**config.mk**
```make
export PLATFORM = sky130hd
export DESIGN_NAME = qubit_measure
export DESIGN_NICKNAME = d
export VERILOG_FILES = /design/src/rtl/quasar_pkg.sv /design/src/rtl/amp_mag_sq.sv /design/src/rtl/qubit_measure.sv
export SDC_FILE = /design/constraint.sdc
export NUM_CORES = 1
export LEC_CHECK = 0
export ABC_AREA = 1
export BUFFER_PORTS_ARGS = -buffer_cell sky130_fd_sc_hd__buf_2
export CAP_MARGIN = 20
export CORE_MARGIN = 5
export CORE_UTILIZATION = 35
export DETAILED_ROUTE_END_ITERATION = 8
export SLEW_MARGIN = 10
export SYNTH_ARGS = -nofsm -noshare
export SYNTH_HDL_FRONTEND = slang
export SYNTH_SLANG_ARGS = --single-unit
```
**constraint.sdc**
```tcl
create_clock -name clk -period 2.7 [get_ports clk]
set_input_delay 0.675 -clock clk [delete_from_list [all_inputs] [get_ports clk]]
set_output_delay 0.675 -clock clk [all_outputs]
set_load 0.02 [all_outputs]
```
**src/rtl/quasar_pkg.sv**
```systemverilog
// ---------------------------------------------------------------------------
// quasar_pkg
// Shared fixed-point types and constants for the qubit simulator datapath.
//   FIXED_WIDTH  : width of one amplitude component / probability word
//   FRAC_DEFAULT : default number of fractional bits (1.0 = 2^FRAC_DEFAULT)
//   amp_t        : signed amplitude component
//   prob_t       : unsigned probability in the same Q format
//   ONE_FIXED    : 1.0 in the default Q format
//   meas_state_t : measurement controller states
// No ports (package).
// ---------------------------------------------------------------------------
package quasar_pkg;

   localparam int FIXED_WIDTH  = 16;
   localparam int FRAC_DEFAULT = FIXED_WIDTH - 2;

   typedef logic signed [FIXED_WIDTH-1:0] amp_t;
   typedef logic        [FIXED_WIDTH-1:0] prob_t;

   localparam prob_t ONE_FIXED = prob_t'(1 << FRAC_DEFAULT);

   typedef enum logic [2:0] {
      IDLE,
      ACCUM,
      DRAIN,
      DECIDE,
      DONE
   } meas_state_t;

endpackage

```
**src/rtl/amp_mag_sq.sv**
```systemverilog
// ---------------------------------------------------------------------------
// amp_mag_sq
// Registered squared magnitude of one complex fixed-point amplitude,
// rescaled back to the amplitude Q format by truncating FRAC fraction bits.
// Ports:
//   clk, rst  : rising-edge clock, asynchronous active-high reset
//   i_valid   : input amplitude is valid this cycle
//   i_real    : signed real part
//   i_imag    : signed imaginary part
//   o_valid   : o_magSq holds a fresh result (one cycle after i_valid)
//   o_magSq   : (re^2 + im^2) >> FRAC, unsigned
// ---------------------------------------------------------------------------
module amp_mag_sq
   import quasar_pkg::*;
#(
   parameter  int W     = FIXED_WIDTH,
   parameter  int FRAC  = FRAC_DEFAULT,
   localparam int OUT_W = 2*W + 1 - FRAC
)(
   input  logic                clk,
   input  logic                rst,
   input  logic                i_valid,
   input  logic signed [W-1:0] i_real,
   input  logic signed [W-1:0] i_imag,
   output logic                o_valid,
   output logic [OUT_W-1:0]    o_magSq
);

   logic signed [2*W-1:0] w_re2;
   logic signed [2*W-1:0] w_im2;
   logic        [2*W:0]   w_full;

   // Each square is non-negative and at most 2^(2W-2), so zero-extending
   // both before the add gives the exact unsigned sum in 2W+1 bits.
   assign w_re2  = i_real * i_real;
   assign w_im2  = i_imag * i_imag;
   assign w_full = {1'b0, w_re2} + {1'b0, w_im2};

   // The result register only loads on a valid beat so it holds steady
   // between beats; the valid flag follows the input by exactly one cycle.
   always_ff @(posedge clk or posedge rst) begin
      if (rst) begin
         o_valid <= 1'b0;
         o_magSq <= '0;
      end else begin
         o_valid <= i_valid;
         if (i_valid) begin
            o_magSq <= OUT_W'(w_full >> FRAC);
         end
      end
   end

endmodule

```
**src/rtl/qubit_measure.sv**
```systemverilog
// ---------------------------------------------------------------------------
// qubit_measure
// Streams a 2^N_QUBITS complex state vector, accumulates P0 (probability
// that the target qubit is 0) and collapses it against a random threshold.
// Optional feature macro: QUBIT_MEASURE_NORM_CHECK_EN adds a second
// accumulator for the 1-subspace and a sticky norm_err output.
// Ports:
//   clk, rst              : clock, asynchronous active-high reset
//   start                 : one-cycle start pulse, accepted in IDLE only
//   target, threshold     : qubit index and threshold, sampled on start
//   amp_valid/amp_ready   : amplitude stream handshake
//   amp_real/amp_imag     : amplitude components
//   amp_last              : final beat marker
//   res_valid/res_ready   : result handshake
//   res_outcome/res_prob0 : measured bit and saturated P0
//   busy                  : FSM not idle
//   err_len               : sticky framing error of the current measurement
//   norm_err              : (macro only) sticky normalisation error
// ---------------------------------------------------------------------------
module qubit_measure
   import quasar_pkg::*;
#(
   parameter  int N_QUBITS  = 4,
   parameter  int FRAC_BITS = FRAC_DEFAULT,
   localparam int TW        = (N_QUBITS > 1) ? $clog2(N_QUBITS) : 1
)(
   input  logic          clk,
   input  logic          rst,
   input  logic          start,
   input  logic [TW-1:0] target,
   input  prob_t         threshold,
   input  logic          amp_valid,
   output logic          amp_ready,
   input  amp_t          amp_real,
   input  amp_t          amp_imag,
   input  logic          amp_last,
   output logic          res_valid,
   input  logic          res_ready,
   output logic          res_outcome,
   output prob_t         res_prob0,
   output logic          busy,
   output logic          err_len
`ifdef QUBIT_MEASURE_NORM_CHECK_EN
  ,output logic          norm_err
`endif
);

   localparam int                  ACC_W    = FIXED_WIDTH + N_QUBITS + 1;
   localparam int                  SQ_W     = 2*FIXED_WIDTH + 1 - FRAC_BITS;
   localparam logic [N_QUBITS-1:0] IDX_LAST = '1;
   localparam logic [ACC_W-1:0]    ONE_ACC  = ACC_W'(1) << FRAC_BITS;
   localparam prob_t               ONE      = prob_t'(ONE_ACC);

   meas_state_t         r_state;
   meas_state_t         w_nextState;
   logic [N_QUBITS-1:0] r_idx;
   logic [TW-1:0]       r_target;
   prob_t               r_thr;
   logic [ACC_W-1:0]    r_acc0;
   logic                r_tagZero;
   logic                r_outcome;
   prob_t               r_prob0;
   logic                r_errLen;
   logic                w_sqValid;
   logic [SQ_W-1:0]     w_sq;
   logic                w_startAcc;
   logic                w_beat;
   logic                w_atLastIdx;
   logic                w_streamEnd;
   prob_t               w_prob0;

   assign w_startAcc  = start && (r_state == IDLE);
   assign w_beat      = amp_valid && amp_ready;
   assign w_atLastIdx = (r_idx == IDX_LAST);
   assign w_streamEnd = w_beat && (amp_last || w_atLastIdx);
   assign w_prob0     = (r_acc0 > ONE_ACC) ? ONE : prob_t'(r_acc0);

   assign res_outcome = r_outcome;
   assign res_prob0   = r_prob0;
   assign err_len     = r_errLen;

   // Stage 1 of the datapath: squared magnitude of each accepted beat.
   amp_mag_sq #(
      .W    (FIXED_WIDTH),
      .FRAC (FRAC_BITS)
   ) u_magSq (
      .clk     (clk),
      .rst     (rst),
      .i_valid (w_beat),
      .i_real  (amp_real),
      .i_imag  (amp_imag),
      .o_valid (w_sqValid),
      .o_magSq (w_sq)
   );

   // FSM state register.
   always_ff @(posedge clk or posedge rst) begin
      if (rst) begin
         r_state <= IDLE;
      end else begin
         r_state <= w_nextState;
      end
   end

   // FSM next state. Any of the three framing outcomes ends the stream;
   // DRAIN gives the last squared beat one cycle to reach the accumulator.
   always_comb begin
      w_nextState = r_state;
      case (r_state)
         IDLE:    if (start) w_nextState = ACCUM;
         ACCUM:   if (w_streamEnd) w_nextState = DRAIN;
         DRAIN:   w_nextState = DECIDE;
         DECIDE:  w_nextState = DONE;
         DONE:    if (res_ready) w_nextState = IDLE;
         default: w_nextState = IDLE;
      endcase
   end

   // FSM outputs, all pure decodes of the current state.
   always_comb begin
      amp_ready = (r_state == ACCUM);
      busy      = (r_state != IDLE);
      res_valid = (r_state == DONE);
   end

   // Measurement context: index counter, sampled target/threshold and the
   // framing flag. A framing error is any last-marker that disagrees with
   // the index being the final one.
   always_ff @(posedge clk or posedge rst) begin
      if (rst) begin
         r_idx    <= '0;
         r_target <= '0;
         r_thr    <= '0;
         r_errLen <= 1'b0;
      end else if (w_startAcc) begin
         r_idx    <= '0;
         r_target <= target;
         r_thr    <= threshold;
         r_errLen <= 1'b0;
      end else if (w_beat) begin
         r_idx <= r_idx + 1'b1;
         if (amp_last != w_atLastIdx) begin
            r_errLen <= 1'b1;
         end
      end
   end

   // Subspace tag travels alongside the stage-1 register so stage 2 knows
   // which sum the registered square belongs to.
   always_ff @(posedge clk or posedge rst) begin
      if (rst) begin
         r_tagZero <= 1'b0;
      end else if (w_beat) begin
         r_tagZero <= ~r_idx[r_target];
      end
   end

   // Stage 2: P0 accumulation.
   always_ff @(posedge clk or posedge rst) begin
      if (rst) begin
         r_acc0 <= '0;
      end else if (w_startAcc) begin
         r_acc0 <= '0;
      end else if (w_sqValid && r_tagZero) begin
         r_acc0 <= r_acc0 + ACC_W'(w_sq);
      end
   end

   // Result registers, loaded once in DECIDE and held through DONE.
   always_ff @(posedge clk or posedge rst) begin
      if (rst) begin
         r_outcome <= 1'b0;
         r_prob0   <= '0;
      end else if (r_state == DECIDE) begin
         r_prob0   <= w_prob0;
         r_outcome <= !(r_thr < w_prob0);
      end
   end

`ifdef QUBIT_MEASURE_NORM_CHECK_EN
   localparam logic [ACC_W:0] ONE_SUM = {1'b0, ONE_ACC};
   localparam logic [ACC_W:0] NORM_TOL = (ACC_W+1)'(1) << (FRAC_BITS - 6);

   logic [ACC_W-1:0] r_acc1;
   logic             r_normErr;
   logic [ACC_W:0]   w_normSum;
   logic [ACC_W:0]   w_normDiff;

   assign w_normSum  = {1'b0, r_acc0} + {1'b0, r_acc1};
   assign w_normDiff = (w_normSum >= ONE_SUM) ? (w_normSum - ONE_SUM)
                                              : (ONE_SUM - w_normSum);
   assign norm_err   = r_normErr;

   // Companion accumulator for the 1-subspace.
   always_ff @(posedge clk or posedge rst) begin
      if (rst) begin
         r_acc1 <= '0;
      end else if (w_startAcc) begin
         r_acc1 <= '0;
      end else if (w_sqValid && !r_tagZero) begin
         r_acc1 <= r_acc1 + ACC_W'(w_sq);
      end
   end

   // Sticky flag when the total probability drifts more than 1/64 from 1.0.
   always_ff @(posedge clk or posedge rst) begin
      if (rst) begin
         r_normErr <= 1'b0;
      end else if (w_startAcc) begin
         r_normErr <= 1'b0;
      end else if ((r_state == DECIDE) && (w_normDiff > NORM_TOL)) begin
         r_normErr <= 1'b1;
      end
   end
`endif

endmodule

```
# Word level (Yosys, flattened, before mapping)
# Cells that the tools add are included.
[word_totals] output_inout_bits=21 wordCells=56 regBits=85
[op_classes] order_cmp=3 addsub=3 multipliers=2 eq_ne=9 muxes=14 bitwise_logic=1 reduce_logical=13
[op_table] cell="16-bit by 16-bit multiplier with 32-bit output" n=2
[op_table] cell="21-bit 2-to-1 mux" n=2
[op_table] cell="32-bit by 32-bit adder with 33-bit output" n=1
[op_table] cell="21-bit by 19-bit adder with 21-bit output" n=1
[op_table] cell="21-bit by 15-bit greater-than comparator with 1-bit output, second input constant" n=1
[op_table] cell="16-bit less-than comparator" n=1
[op_table] cell="16-bit 2-to-1 mux" n=1
[op_table] cell="3-bit one-hot mux with 5 select lines" n=1
[op_table] cell="3-bit 2-to-1 mux" n=3
[op_table] cell="4-bit 2-to-1 mux" n=2
[op_table] cell="3-bit by 2-bit == test with 1-bit output, second input constant" n=2
[op_table] cell="2-bit nonzero test" n=3
[op_table] cell="4-bit by 1-bit adder with 4-bit output, second input constant" n=1
[op_table] cell="4-bit == test, second input constant" n=1
[op_table] cell="1-bit logical AND" n=4
[op_table] cell="1-bit 2-to-1 mux" n=4
[op_table] cell="2-bit by 1-bit inequality test with 1-bit output, second input constant" n=2
[op_table] cell="3-bit by 1-bit == test with 1-bit output, second input constant" n=1
[op_table] cell="3-bit == test, second input constant" n=1
[op_table] cell="3-bit logical NOT" n=1
[op_table] cell="2-bit by 3-bit less-than comparator with 1-bit output, second input constant" n=1
[op_table] cell="3-bit AND reduction" n=1
[op_table] cell="3-bit nonzero test" n=1
[op_table] cell="1-bit binary-select mux with 2-bit select" n=1
[op_table] cell="6 further kinds" n=6

# Logic depth before layout (Yosys ltp)
[depth] ltp_word=5 mapped_depth=40 ltp_nobuf=38

# By module
# From an unflattened synthesis, not the netlist that was laid out.
[unflattened] hier_cells=3402 hier_area_um2=25926.1
[by_module_without_submodules] module="amp_mag_sq" cells_per_inst=2851 area_per_inst_um2=21825.9 n_inst=1 seq_area_each_um2=500.5
[by_module_without_submodules] module="qubit_measure" cells_per_inst=551 area_per_inst_um2=4100.2 n_inst=1 seq_area_each_um2=1626.6

# Worst setup path before layout
# Ideal clock, no wire load.
[synth_path] path_kind="input-to-reg" start="in amp_real[3]" end="reg u_magSq.o_magSq[12]" t_arrival_ns=6.912 path_slack_ns=-4.330 stages=28 path_cell_list="clkbuf_1 clkbuf_1 nand2_1 fa_1 fa_1 fa_1 inv_1 fa_1 fa_1 inv_1 fa_1 inv_1 ha_1 a21oi_1 o21a_1 nand2_1 a21oi_1 o21ai_0 xor2_1 ha_1 a21oi_1 inv_1 a31oi_1 o21ai_0 a211oi_1 nand3b_1 nand3_1 nand2_1"
[synth_via] elab_chain_len=2
[synth_rtl] element="from (decl)" line_no="qubit_measure.sv:34" text="input amp_t amp_real,"
[synth_rtl] element="16-bit by 16-bit multiplier with 32-bit output" line_no="amp_mag_sq.sv:35" text="assign w_re2 = i_real * i_real;"
[synth_rtl] element="32-bit by 32-bit adder with 33-bit output" line_no="amp_mag_sq.sv:37" text="assign w_full = {1'b0, w_re2} + {1'b0, w_im2};"
[synth_rtl] element="to (signal assigned)" line_no="amp_mag_sq.sv:48" text="o_magSq <= OUT_W'(w_full >> FRAC);"
[synth_rtl] element="to (decl)" line_no="amp_mag_sq.sv:26" text="output logic [OUT_W-1:0] o_magSq"
# No other way between the ends.
# A chain may end at the register's enable or synchronous reset.

# Worst setup path after layout
[layout_path] start="in amp_imag[15]" end="reg u_magSq.o_magSq[17]"
[layout_via] elab_chain_len=2
[layout_rtl] element="from (decl)" line_no="qubit_measure.sv:35" text="input amp_t amp_imag,"
[layout_rtl] element="16-bit by 16-bit multiplier with 32-bit output" line_no="amp_mag_sq.sv:36" text="assign w_im2 = i_imag * i_imag;"
[layout_rtl] element="32-bit by 32-bit adder with 33-bit output" line_no="amp_mag_sq.sv:37"
# No other way between the ends.

==> flow_summary.toml <==
[sta]
rsz0062_at_grt = "true"
setup_violations = 19
finClkSkew_ps = 9.735
min_period_ps = 6523
finalCritPeriodShare = 2.416
relSlewSlack = 0.4943
hold_violations = 0
fmax_mhz = 153.3
finalMaxSlewViolations = 0
layout_setup_ws_ps = -3823
setup_tns_ps = -69600
worst_pin_slew_ps = 757.8

[global_routing]
track_usage = 0.1655
gr-total-overflow = 0
grt_pass1_vias = 22270
grt_pass1_wl_mm = 107.6
grt_antenna_before_repair = 0
grt_max_degree = 55

[synth]
ys.warnings.count = 0
syn_inst = 3126
yosys.cell_types.count = 52
ys_seq_area_frac = 0.08578
synth_xor_area_frac = 0.03214
async_flop_share = 1.000
syn_area_um2 = 24800
synthFlopType = "dfrtp_1"
synth_top_family_by_area = "adder cells"
syn_nets = 3896
synth_edf_count = 0
synth-simple-area-share = 0.1576
syn_avg_cell_area_um2 = 7.933
synth_fa_ha_area_frac = 0.5047
synth_compound_area_frac = 0.07659
ys_ff_latch = 85
synth.mux.area_fraction = 0

[placement]
port_buffers = 76
dp_hpwl_mm = 54.21
gp_congestion = 0.8962

[die]
dieArea_um2 = 76270
start_util = 0.3535
die_h_um = 276.2
io_pins = 77
die_w_um = 276.2
coreArea_um2 = 70150
rows = 97

[layout]
antenna_cells = 0
final_nets = 4461
final_common_cell = "inv_1"
final_cell_mix = "inv_1, nand2_1, buf_4, fa_1, ha_1"
layout-drive-gt1-share = 0.3210
area_delta_synth_final_pct = 37.44

[critical_path]
cpMostUsedCell = "fa_1"
crit_path_start_kind = "primary input"
crit_required_ps = 2970
critPathKind = "in -> reg"
cpPeakStageDelay_ps = 550
critical-path-slowest-cell = "fa_1"
crit_arrival_ps = 6800
cp_max_fo = 9
worstSetupEndpointType = "flop"

[clock_network]
cts_hold_buf = 0
h-tree-depth = 3
cts_tree = "yes"
clk_pin_slew_ps = 70
clock_path_buffers = 2
cts-buffers-inserted = 9
clk_latency_ps = 340
clkSinkCount = 85
clockRootBuffer = "clkbuf_16"

[drt]
first_pass_iters = 5
drcViolationCount = 0
wl_per_cell_um = 13.68
routed_wl_mm = 63.39
vias_per_cell = 4.552
drt-initial-drc-count = 863
antenna_left = 0
num_vias = 21100

[run_status]
violations = "setup timing"
status = "finished with violations"

[job]
maxCapViolations = 0

[min_path]
hold_class = "in -> async"
## worst max-delay path: cells and delay by family
family,cells,cell delay (ps)
AO/OA/AOI/OAI,4,610
XOR/XNOR,1,240
adder cells (fa/ha/maj),8,3540
buffers and inverters,7,640
AND/OR/NAND/NOR,10,1120
## what timing repair did
item                                    in CTS  in global routing
setup buffers                               39                 23
endpoints found under the setup margin      19                 20
resized for setup                          430                245
gates cloned                                 2                  1
pin swaps                                  190                161
## synth_stat cells, types with 18 or more instances
cell type	count	area, um^2
xnor2_1	36	315.3
dfrtp_1	85	2127
fa_1	477	9549
clkbuf_1	66	247.7
a31oi_1	19	118.9
nand2_1	652	2447
inv_1	861	3232
nand3_1	67	335.3
nor3_1	27	135.1
a21oi_1	134	670.6
ha_1	237	2965
o21ai_0	92	460.4
a21o_1	18	135.1
xor2_1	55	481.7
nor2_1	167	626.9
## logic make-up after synthesis
logic type / after synthesis
and+or+nand+nor: 964
buffers and inverters: 942
adders and majority gates: 714
AOI/OAI and AO/OA: 329
xor gates and xnor gates: 91
DFF: 85
other: 1
## worst paths after layout
| check | from | end | slack (ps) | cells past startpoint |
|---|---|---|---|---|
| worst max-delay path | amp_imag[15] | u_magSq.o_magSq[17] | -3820 | 30 |
| max in group asynchronous | rst | u_magSq.o_magSq[11] | 1880 | 3 |
| worst max register to register | r_acc0[0] | r_acc0[16] | 240 | 11 |
| worst min register to register | res_prob0[10] | res_prob0[10] | 480 | 2 |
| min in group clk | res_prob0[10] | res_prob0[10] | 480 | 2 |
| worst min-delay path | rst | r_thr[2] | 230 | 2 |
## layout make-up
class / instances / area (um^2)
timing repair buffer: 631 / 5236
sequential: 85 / 2127
inverter: 865 / 3283
clock inverter: 6 / 70.07
clock buffer: 9 / 225.2
tap: 940 / 1176
multi-input combinational: 2099 / 21960
fill: 6621 / 36070
## per-layer routing
layer,up-vias,track usage,wire length (um)
met4,0,0.02433,1142
met2,269,0.2975,32330
li1,10400,-,-
met5,-,0,0
met1,10380,0.2261,28330
met3,57,0.01080,1590
## per-stage QoR
step	cells	worst slack [ps]	instance area, um^2	hold WS, ps	utilization
after detailed placement	4558	-4537	30450	467.6	0.4341
after floorplan	3126	-3900	25850	452.9	-
after global placement	4558	-4573	30450	459.5	0.4341
after CTS	4614	-3765	32920	224.1	0.4693
after global routing	4635	-4147	34080	231.5	0.4858
final	4635	-3823	34080	231.2	0.4858
## sequential cells by signal, summed over array words and instances (netlist names)
| signal | flops |
|---|---|
| u_magSq.o_valid | 1 |
| r_idx | 4 |
| err_len | 1 |
| res_prob0 | 16 |
| r_target | 2 |
| r_tagZero | 1 |
| r_thr | 16 |
| r_acc0 | 21 |
| r_state | 3 |
| u_magSq.o_magSq | 19 |
| res_outcome | 1 |
Power is left out: the tool's default activity adds up to more than one toggle a clock period on the data nets, which glitch-free logic cannot reach.
